[config.mk]
export PLATFORM = sky130hd
export DESIGN_NAME = ifetch_resp
export DESIGN_NICKNAME = d
export VERILOG_FILES = /design/src/rtl/ifetch_resp.sv
export SDC_FILE = /design/constraint.sdc
export NUM_CORES = 1
export LEC_CHECK = 0
export CAP_MARGIN = 0
export CORE_MARGIN = 10
export CORE_UTILIZATION = 51
export CTS_BUF_LIST = sky130_fd_sc_hd__clkbuf_4
export DETAILED_ROUTE_END_ITERATION = 6
export PLACE_DENSITY = 0.88
export SLEW_MARGIN = 40
export SYNTH_ARGS = -nofsm -noshare
export SYNTH_HDL_FRONTEND = slang
export SYNTH_SLANG_ARGS = --single-unit
[constraint.sdc]
create_clock -name clk -period 2.75 [get_ports clk]
set_input_delay 0.55 -clock clk [delete_from_list [all_inputs] [get_ports clk]]
set_output_delay 0.55 -clock clk [all_outputs]
set_load 0.01 [all_outputs]
[src/rtl/ifetch_resp.sv]
// ---------------------------------------------------------------------------
// ifetch_resp
//   Instruction-side responder between the PC stage and the IF/ID boundary.
//   Runs one request/ack transaction on the instruction bus per fetch. It
//   presents the fetched word with a valid flag and freezes the PC stage
//   (fetch_stall) while a fetch is outstanding. A word that completes during a
//   downstream stall is parked in a one-entry buffer (HOLD). A flush kills
//   whatever is in flight or parked. Misaligned fetch addresses and bus
//   timeouts are reported as flagged NOP slots.
//
// Ports
//   clk, rst           clock, synchronous active-high reset
//   stall              downstream stall (ID and later)
//   flush              pipeline flush, highest priority
//   iram_en, pc        fetch request and address from the PC stage
//   ibus_req/addr      bus request (held until ack) and its address
//   ibus_ack/rdata     bus completion and read data (same cycle)
//   fetch_stall        combinational freeze request to the PC stage
//   inst, inst_pc      registered instruction and its address
//   inst_valid         slot holds a live instruction
//   inst_adel          slot is an address-error NOP
//   inst_buserr        slot is a bus-timeout NOP
// ---------------------------------------------------------------------------
module ifetch_resp #(
    parameter int unsigned TIMEOUT = 255,
    parameter logic [31:0] NOP     = 32'h0000_0000
) (
    input  logic        clk,
    input  logic        rst,
    input  logic        stall,
    input  logic        flush,
    input  logic        iram_en,
    input  logic [31:0] pc,
    output logic        ibus_req,
    output logic [31:0] ibus_addr,
    input  logic        ibus_ack,
    input  logic [31:0] ibus_rdata,
    output logic        fetch_stall,
    output logic [31:0] inst,
    output logic [31:0] inst_pc,
    output logic        inst_valid,
    output logic        inst_adel,
    output logic        inst_buserr
);

    localparam int CW = $clog2(TIMEOUT + 1);
    localparam logic [CW-1:0] CNT_LAST = CW'(TIMEOUT - 1);

    typedef enum logic [1:0] {
        S_IDLE,
        S_WAIT,
        S_HOLD
    } state_t;

    state_t        state_q, state_d;
    logic [31:0]   addr_q, addr_d;
    logic [31:0]   buf_q, buf_d;
    logic          kill_q, kill_d;
    logic [CW-1:0] cnt_q, cnt_d;

    logic [31:0]   inst_q, inst_d;
    logic [31:0]   inst_pc_q, inst_pc_d;
    logic          valid_q, valid_d;
    logic          adel_q, adel_d;
    logic          buserr_q, buserr_d;

    // Output-register load request produced by the state logic.
    logic          load;
    logic [31:0]   ld_inst;
    logic [31:0]   ld_pc;
    logic          ld_adel;
    logic          ld_buserr;

    logic          accept;
    logic          aligned;

    assign accept  = iram_en & ~flush & ~stall;
    assign aligned = (pc[1:0] == 2'b00);

    always_comb begin
        state_d     = state_q;
        addr_d      = addr_q;
        buf_d       = buf_q;
        kill_d      = kill_q;
        cnt_d       = cnt_q;
        ibus_req    = 1'b0;
        ibus_addr   = addr_q;
        fetch_stall = 1'b0;
        load        = 1'b0;
        ld_inst     = NOP;
        ld_pc       = addr_q;
        ld_adel     = 1'b0;
        ld_buserr   = 1'b0;

        case (state_q)
            S_IDLE: begin
                if (accept) begin
                    if (aligned) begin
                        ibus_req  = 1'b1;
                        ibus_addr = pc;
                        if (ibus_ack) begin
                            load    = 1'b1;
                            ld_inst = ibus_rdata;
                            ld_pc   = pc;
                        end else begin
                            addr_d      = pc;
                            cnt_d       = '0;
                            state_d     = S_WAIT;
                            fetch_stall = 1'b1;
                        end
                    end else begin
                        load    = 1'b1;
                        ld_pc   = pc;
                        ld_adel = 1'b1;
                    end
                end
            end

            S_WAIT: begin
                ibus_req    = 1'b1;
                ibus_addr   = addr_q;
                fetch_stall = kill_q | ~ibus_ack;
                cnt_d       = (cnt_q == CNT_LAST) ? cnt_q : cnt_q + CW'(1);
                if (ibus_ack) begin
                    if (kill_q || flush) begin
                        kill_d  = 1'b0;
                        state_d = S_IDLE;
                    end else if (!stall) begin
                        load    = 1'b1;
                        ld_inst = ibus_rdata;
                        ld_pc   = addr_q;
                        state_d = S_IDLE;
                    end else begin
                        buf_d   = ibus_rdata;
                        state_d = S_HOLD;
                    end
                end else if (cnt_q == CNT_LAST) begin
                    if (kill_q || flush) begin
                        kill_d  = 1'b0;
                        state_d = S_IDLE;
                    end else if (!stall) begin
                        load      = 1'b1;
                        ld_pc     = addr_q;
                        ld_buserr = 1'b1;
                        state_d   = S_IDLE;
                    end
                    // A live timeout under stall waits here (counter saturated)
                    // so the error slot cannot overwrite an instruction that ID
                    // has not yet taken.
                end else if (flush) begin
                    kill_d = 1'b1;
                end
            end

            S_HOLD: begin
                if (flush) begin
                    state_d = S_IDLE;
                end else if (!stall) begin
                    load    = 1'b1;
                    ld_inst = buf_q;
                    ld_pc   = addr_q;
                    state_d = S_IDLE;
                    if (accept) begin
                        if (aligned) begin
                            ibus_req  = 1'b1;
                            ibus_addr = pc;
                            addr_d    = pc;
                            if (ibus_ack) begin
                                // Output reg is busy with the parked word this
                                // cycle, so park the new one and drain it next.
                                buf_d   = ibus_rdata;
                                state_d = S_HOLD;
                            end else begin
                                cnt_d       = '0;
                                state_d     = S_WAIT;
                                fetch_stall = 1'b1;
                            end
                        end else begin
                            // The adel slot also needs the output reg; freeze
                            // the PC for one cycle and accept it from IDLE.
                            fetch_stall = 1'b1;
                        end
                    end
                end
            end

            default: state_d = S_IDLE;
        endcase
    end

    // Output register: flush clears, a load wins next, stall holds, and an
    // unstalled cycle without a load empties the slot.
    always_comb begin
        inst_d    = inst_q;
        inst_pc_d = inst_pc_q;
        valid_d   = valid_q;
        adel_d    = adel_q;
        buserr_d  = buserr_q;
        if (flush) begin
            inst_d   = NOP;
            valid_d  = 1'b0;
            adel_d   = 1'b0;
            buserr_d = 1'b0;
        end else if (load) begin
            inst_d    = ld_inst;
            inst_pc_d = ld_pc;
            valid_d   = 1'b1;
            adel_d    = ld_adel;
            buserr_d  = ld_buserr;
        end else if (!stall) begin
            inst_d   = NOP;
            valid_d  = 1'b0;
            adel_d   = 1'b0;
            buserr_d = 1'b0;
        end
    end

    always_ff @(posedge clk) begin
        if (rst) begin
            state_q   <= S_IDLE;
            addr_q    <= '0;
            buf_q     <= NOP;
            kill_q    <= 1'b0;
            cnt_q     <= '0;
            inst_q    <= NOP;
            inst_pc_q <= '0;
            valid_q   <= 1'b0;
            adel_q    <= 1'b0;
            buserr_q  <= 1'b0;
        end else begin
            state_q   <= state_d;
            addr_q    <= addr_d;
            buf_q     <= buf_d;
            kill_q    <= kill_d;
            cnt_q     <= cnt_d;
            inst_q    <= inst_d;
            inst_pc_q <= inst_pc_d;
            valid_q   <= valid_d;
            adel_q    <= adel_d;
            buserr_q  <= buserr_d;
        end
    end

    assign inst        = inst_q;
    assign inst_pc     = inst_pc_q;
    assign inst_valid  = valid_q;
    assign inst_adel   = adel_q;
    assign inst_buserr = buserr_q;

endmodule

Word-level counts from Yosys, hierarchy flattened

Cells that the tools add are included.

Logic and storage cells: 139
Input port bits: 70
Output and inout bits: 101
Register bits after elaboration: 142

Mux-type cells: 89
Bitwise operators: 6
Reduce and logical (&&, ||, !) cells: 14
Eq/ne operators: 19
Add/sub/neg operators: 1

Operators with widths:

| kind                                                             | count |
|---|---|
| 32-bit 2-to-1 mux                                                | 28 |
| 32-bit one-hot mux with 2 select lines                           | 3 |
| 32-bit one-hot mux with 3 select lines                           | 1 |
| 8-bit 2-to-1 mux                                                 | 6 |
| 1-bit 2-to-1 mux                                                 | 32 |
| 2-bit 2-to-1 mux                                                 | 14 |
| 2-bit != test (second input constant)                            | 12 |
| 8-bit one-hot mux with 3 select lines                            | 1 |
| 1-bit one-hot mux with 3 select lines                            | 3 |
| 9-bit AND reduction                                              | 1 |
| 8-bit by 1-bit adder with 8-bit output (second input constant)   | 1 |
| 8-bit == test (second input constant)                            | 1 |
| 4-bit AND reduction                                              | 2 |
| 3-bit != test (second input constant)                            | 2 |
| 2-bit one-hot mux with 3 select lines                            | 1 |
| 6-bit AND reduction                                              | 1 |
| 3-bit nonzero test                                               | 2 |
| 2-bit logical NOT                                                | 2 |
| 4-bit != test (second input constant)                            | 1 |
| 2-bit AND reduction                                              | 2 |
| 2-bit nonzero test                                               | 2 |
| 1-bit inverter                                                   | 3 |
| 1-bit AND                                                        | 2 |
| 2-bit by 1-bit == test with 1-bit output (second input constant) | 1 |
| 5 further kinds                                                  | 5 |

Longest topological paths before layout

Word-level depth: 7
Depth in mapped cells: 7
Gate-level depth less buffers: 6

Least setup slack after synthesis

OpenSTA, ideal clock, no wires.

Path type: in2out
From: input stall
To: output ibus_addr[24]
Arrival time: 1872 ps
Path buffers: 2
Data required time: 2200 ps
Stages: 5
Setup slack: 328 ps
Cells stage by stage: buf_2 > nor4b_2 > nand2_1 > clkbuf_1 > mux2_1

Word-level cells in the longest chain between the ends: 6

Ends and longest elaborated chain:

| element                                  | line | text |
|---|---|---|
| from (decl)                              | 30   | `input logic stall,` |
| 1-bit inverter                           | 77   | `assign accept = iram_en & ~flush & ~stall;` |
| 1-bit AND                                | 77   |  |
| 32-bit 2-to-1 mux                        | n/a  |  |
| 32-bit 2-to-1 mux                        | 158  | `end else if (!stall) begin` |
| 32-bit 2-to-1 mux                        | 156  | `if (flush) begin` |
| 32-bit one-hot mux with 2 select lines * | 95   | `case (state_q)` |
| to (decl)                                | 35   | `output logic [31:0] ibus_addr,` |

Every way passes the cells marked *; elsewhere a longest branch is shown, timed or not.

Final worst setup path

From: input flush
To: output ibus_addr[24]

Word-level cells in the longest chain between the ends: 7

Ends and longest elaborated chain:

| element                                  | line | text |
|---|---|---|
| from (decl)                              | 31   | `input logic flush,` |
| 1-bit inverter (no line)                 | n/a  |  |
| 1-bit AND (2 in a row)                   | 77   |  |
| 32-bit 2-to-1 mux                        | n/a  |  |
| 32-bit 2-to-1 mux                        | 158  |  |
| 32-bit 2-to-1 mux                        | 156  |  |
| 32-bit one-hot mux with 2 select lines * | 95   |  |

Marks and branches as above.

==> results.yml <==
worst_setup_path:
  crit_path_start: "flush"
  r2r_slack_ps: 790
  reg2reg_from: "state_q[0]"
  slowest_delay_ps: 390
  arrival_ps: 2190
  critPathLaunchType: "input pin"
  rr_endpoint: "inst_pc[23]"
  rr_worst_depth: 7
  cp-endpoint: "ibus_addr[24]"
  critPathMaxFanout: 16
  crit_chain: "dlygate4sd2_1 -> nor4b_4 -> nand2_4 -> buf_16 -> mux2_1 -> clkdlybuf4s15_2"
  critical_path_class: "in -> out"
  setup.worst_path.end_class: "output port"
  cpMaxStageDelayCell: "nor4b_4"
  critPathRequiredTime_ps: 2200
cts:
  cts-root-buf: "clkbuf_4"
  cts_tree: "built"
  htreeDepth: 4
  numCtsBuffers: 17
  clk_pin_slew_ps: 120
  clock_latency_ps: 590
  clock_path_buffers: 2
  hold_buffers: 0
  cts.sinks: 142
die:
  initial_utilization_pct: 52.6
  fp.dieW_um: 135
  core-area_sq_um: 12700
  placementRows: 41
  dieArea_sq_um: 18100
  fp.dieH_um: 135
  io_pins: 171
final_layout:
  area_growth_syn_to_layout_pct: 35.6
  num-fill-cells: 903
  layout_common_cells: "dfxtp_1 (141), clkdlybuf4s50_1 (132), a21oi_1 (72)"
  final_common_cell: "dfxtp_1"
  fin_area_sq_um: 9080
  drive_gt1_share_pct: 18.9
  final_core_util_pct: 71.4
  layout.nets: 925
sta:
  slew_viol_final: 0
  finalHoldViolCount: 0
  setup_tns_ps: 0
  fin_crit_ps: 2740
  skew_ps: 29.3
  relSlewSlack_pct: 49.5
  setup_viol: 0
  grt_setup_unrepaired: "yes"
  finalCritPeriodShare_pct: 99.6
  worst_pin_slew_ps: 758
  max_freq_mhz: 365
  whs_ps: 395
placement:
  dpl-instance-area_sq_um: 8710
  gp_congestion: 0.921
  dpl.hpwl_um: 14900
  place.port_buffers: 170
flow_run:
  cap_violations: 0
detailed_routing:
  vias_per_cell: 6.26
  drt_wl_total_um: 22600
  drc: 0
  avgRoutedWirePerCell_um: 21.7
  via_count: 6504
  drtIter0Drc: 687
  drtAntennaViolNets: 0
  first_pass_iters: 5
global_routing:
  antenna_found_initial: 1
  grt_use_total_pct: 24.0
  grt_pass1_wl_um: 35300
  overflow: 0
  grt_pass1_vias: 6515
  grt_max_degree: 71
logic_synthesis:
  ys.warnings.count: 0
  post_synth.cell_area_avg_sq_um: 9.68
  syn_area_sq_um: 6700
  synth_cells: 692
  async_flop_share_pct: 0
  ys_seq_area_share_pct: 42.4
  syn-num-nets: 764
  ys_dominant_reg_cell: "dfxtp_1"
  synth-edff-count: 0
  yosysUniqueCellTypes: 53
  synth_seq_cells: 142
pwr:
  peakVddDrop_uv: 332
  power_mw: 4.17
  p_per_area_nw_per_um2: 459
  p_leak_nw: 3.35
hold_path:
  hp-class: "in -> reg"
status:
  status: "completed"
## repair_timing
item / in CTS / in global routing
resized for setup: 77 / 48
pin swaps: 2 / 2
endpoints found under the hold margin: 0 / 0
cloned: 2 / 0
buffers inserted: 4 / 1
setup endpoints to repair: 34 / 30
## cell usage after synthesis (all sizes together), types with 3 or more instances
cell type | number | area (sq um)
nor2 | 39 | 146
nor3 | 34 | 180
a2111o | 3 | 33.8
nand2b | 4 | 25.0
o211ai | 33 | 248
a22oi | 35 | 263
mux2 | 30 | 338
clkbuf | 47 | 176
a221oi | 33 | 477
inv | 5 | 18.8
and2 | 3 | 18.8
nand2 | 10 | 37.5
and3 | 4 | 25.0
dfxtp | 142 | 2840
o21ai | 37 | 185
buf | 26 | 194
mux2i | 60 | 601
nand3 | 36 | 180
nor2b | 7 | 43.8
a21oi | 72 | 360
## final cells by class
cell class	instances	area (sq um)	area share (%)
Antenna cell	1	2.50	0.0276
Timing Repair Buffer	215	2130	23.4
Sequential cell	142	2840	31.3
Multi-Input combinational cell	472	3540	39.0
Inverter	5	18.8	0.207
Clock inverter	15	206	2.27
Clock buffer	17	128	1.41
Tap cell	172	215	2.37
## stage by stage
stage / cells / setup slack, ps
detailed placement: 1000 / -395
finish: 1039 / 10.3
floorplan: 692 / 328
global route: 1038 / -60.8
CTS: 1038 / -142
global placement: 1000 / -348
## flip-flops by register name (all words and copies together) (netlist names)
name / flops
inst_valid: 1
buf_q: 32
inst_adel: 1
state_q: 2
cnt_q: 8
inst_pc: 32
addr_q: 32
inst_buserr: 1
inst: 32
kill_q: 1
## routing by layer
layer | wire (um) | GRT usage, % | part of all wire (%) | vias to the layer above
li1 | - | - | - | 2932
met2 | 11300 | 41.1 | 50 | 354
met1 | 8600 | 27.0 | 38 | 3160
met4 | 706 | 10.9 | 3.1 | 0
met5 | 0 | 0 | 0 | -
met3 | 1920 | 6.90 | 8.5 | 58
## worst max-delay path, delay by kind of cell
kind / cells / cell delay [ps]
buffers and inverters: 3 / 740
muxes: 1 / 340
and+or+nand+nor: 2 / 550
## how the worst min path moves through the flow
| stage | cells past startpoint | slack (ps) | end | from |
|---|---|---|---|---|
| floorplan | 2 | 440 | cnt_q[6] | cnt_q[6] |
| global placement | 2 | 450 | cnt_q[6] | cnt_q[6] |
| detailed placement | 2 | 470 | buf_q[21] | buf_q[21] |
| CTS | 2 | 360 | addr_q[2] | rst |
| global route | 2 | 380 | buf_q[6] | rst |
| finish | 2 | 390 | addr_q[2] | rst |
## cells by family after synthesis
group | synth area share (%)
adders and majority gates | 0.374
and+or+nand+nor | 12.0
buffers and inverters | 5.81
DFF | 42.4
AOI/OAI and AO/OA | 25.0
xor gates and xnor gates | 0.392
muxes | 14.0
## report_power, final
part           total, mW  leakage, nW  switching, mW  internal (mW)
logic              0.501         2.03          0.256          0.245
registers           2.11         1.15         0.0211           2.09
clock network       1.56        0.176          0.823          0.736
No activity file was read; power rests on OpenSTA's default activity.
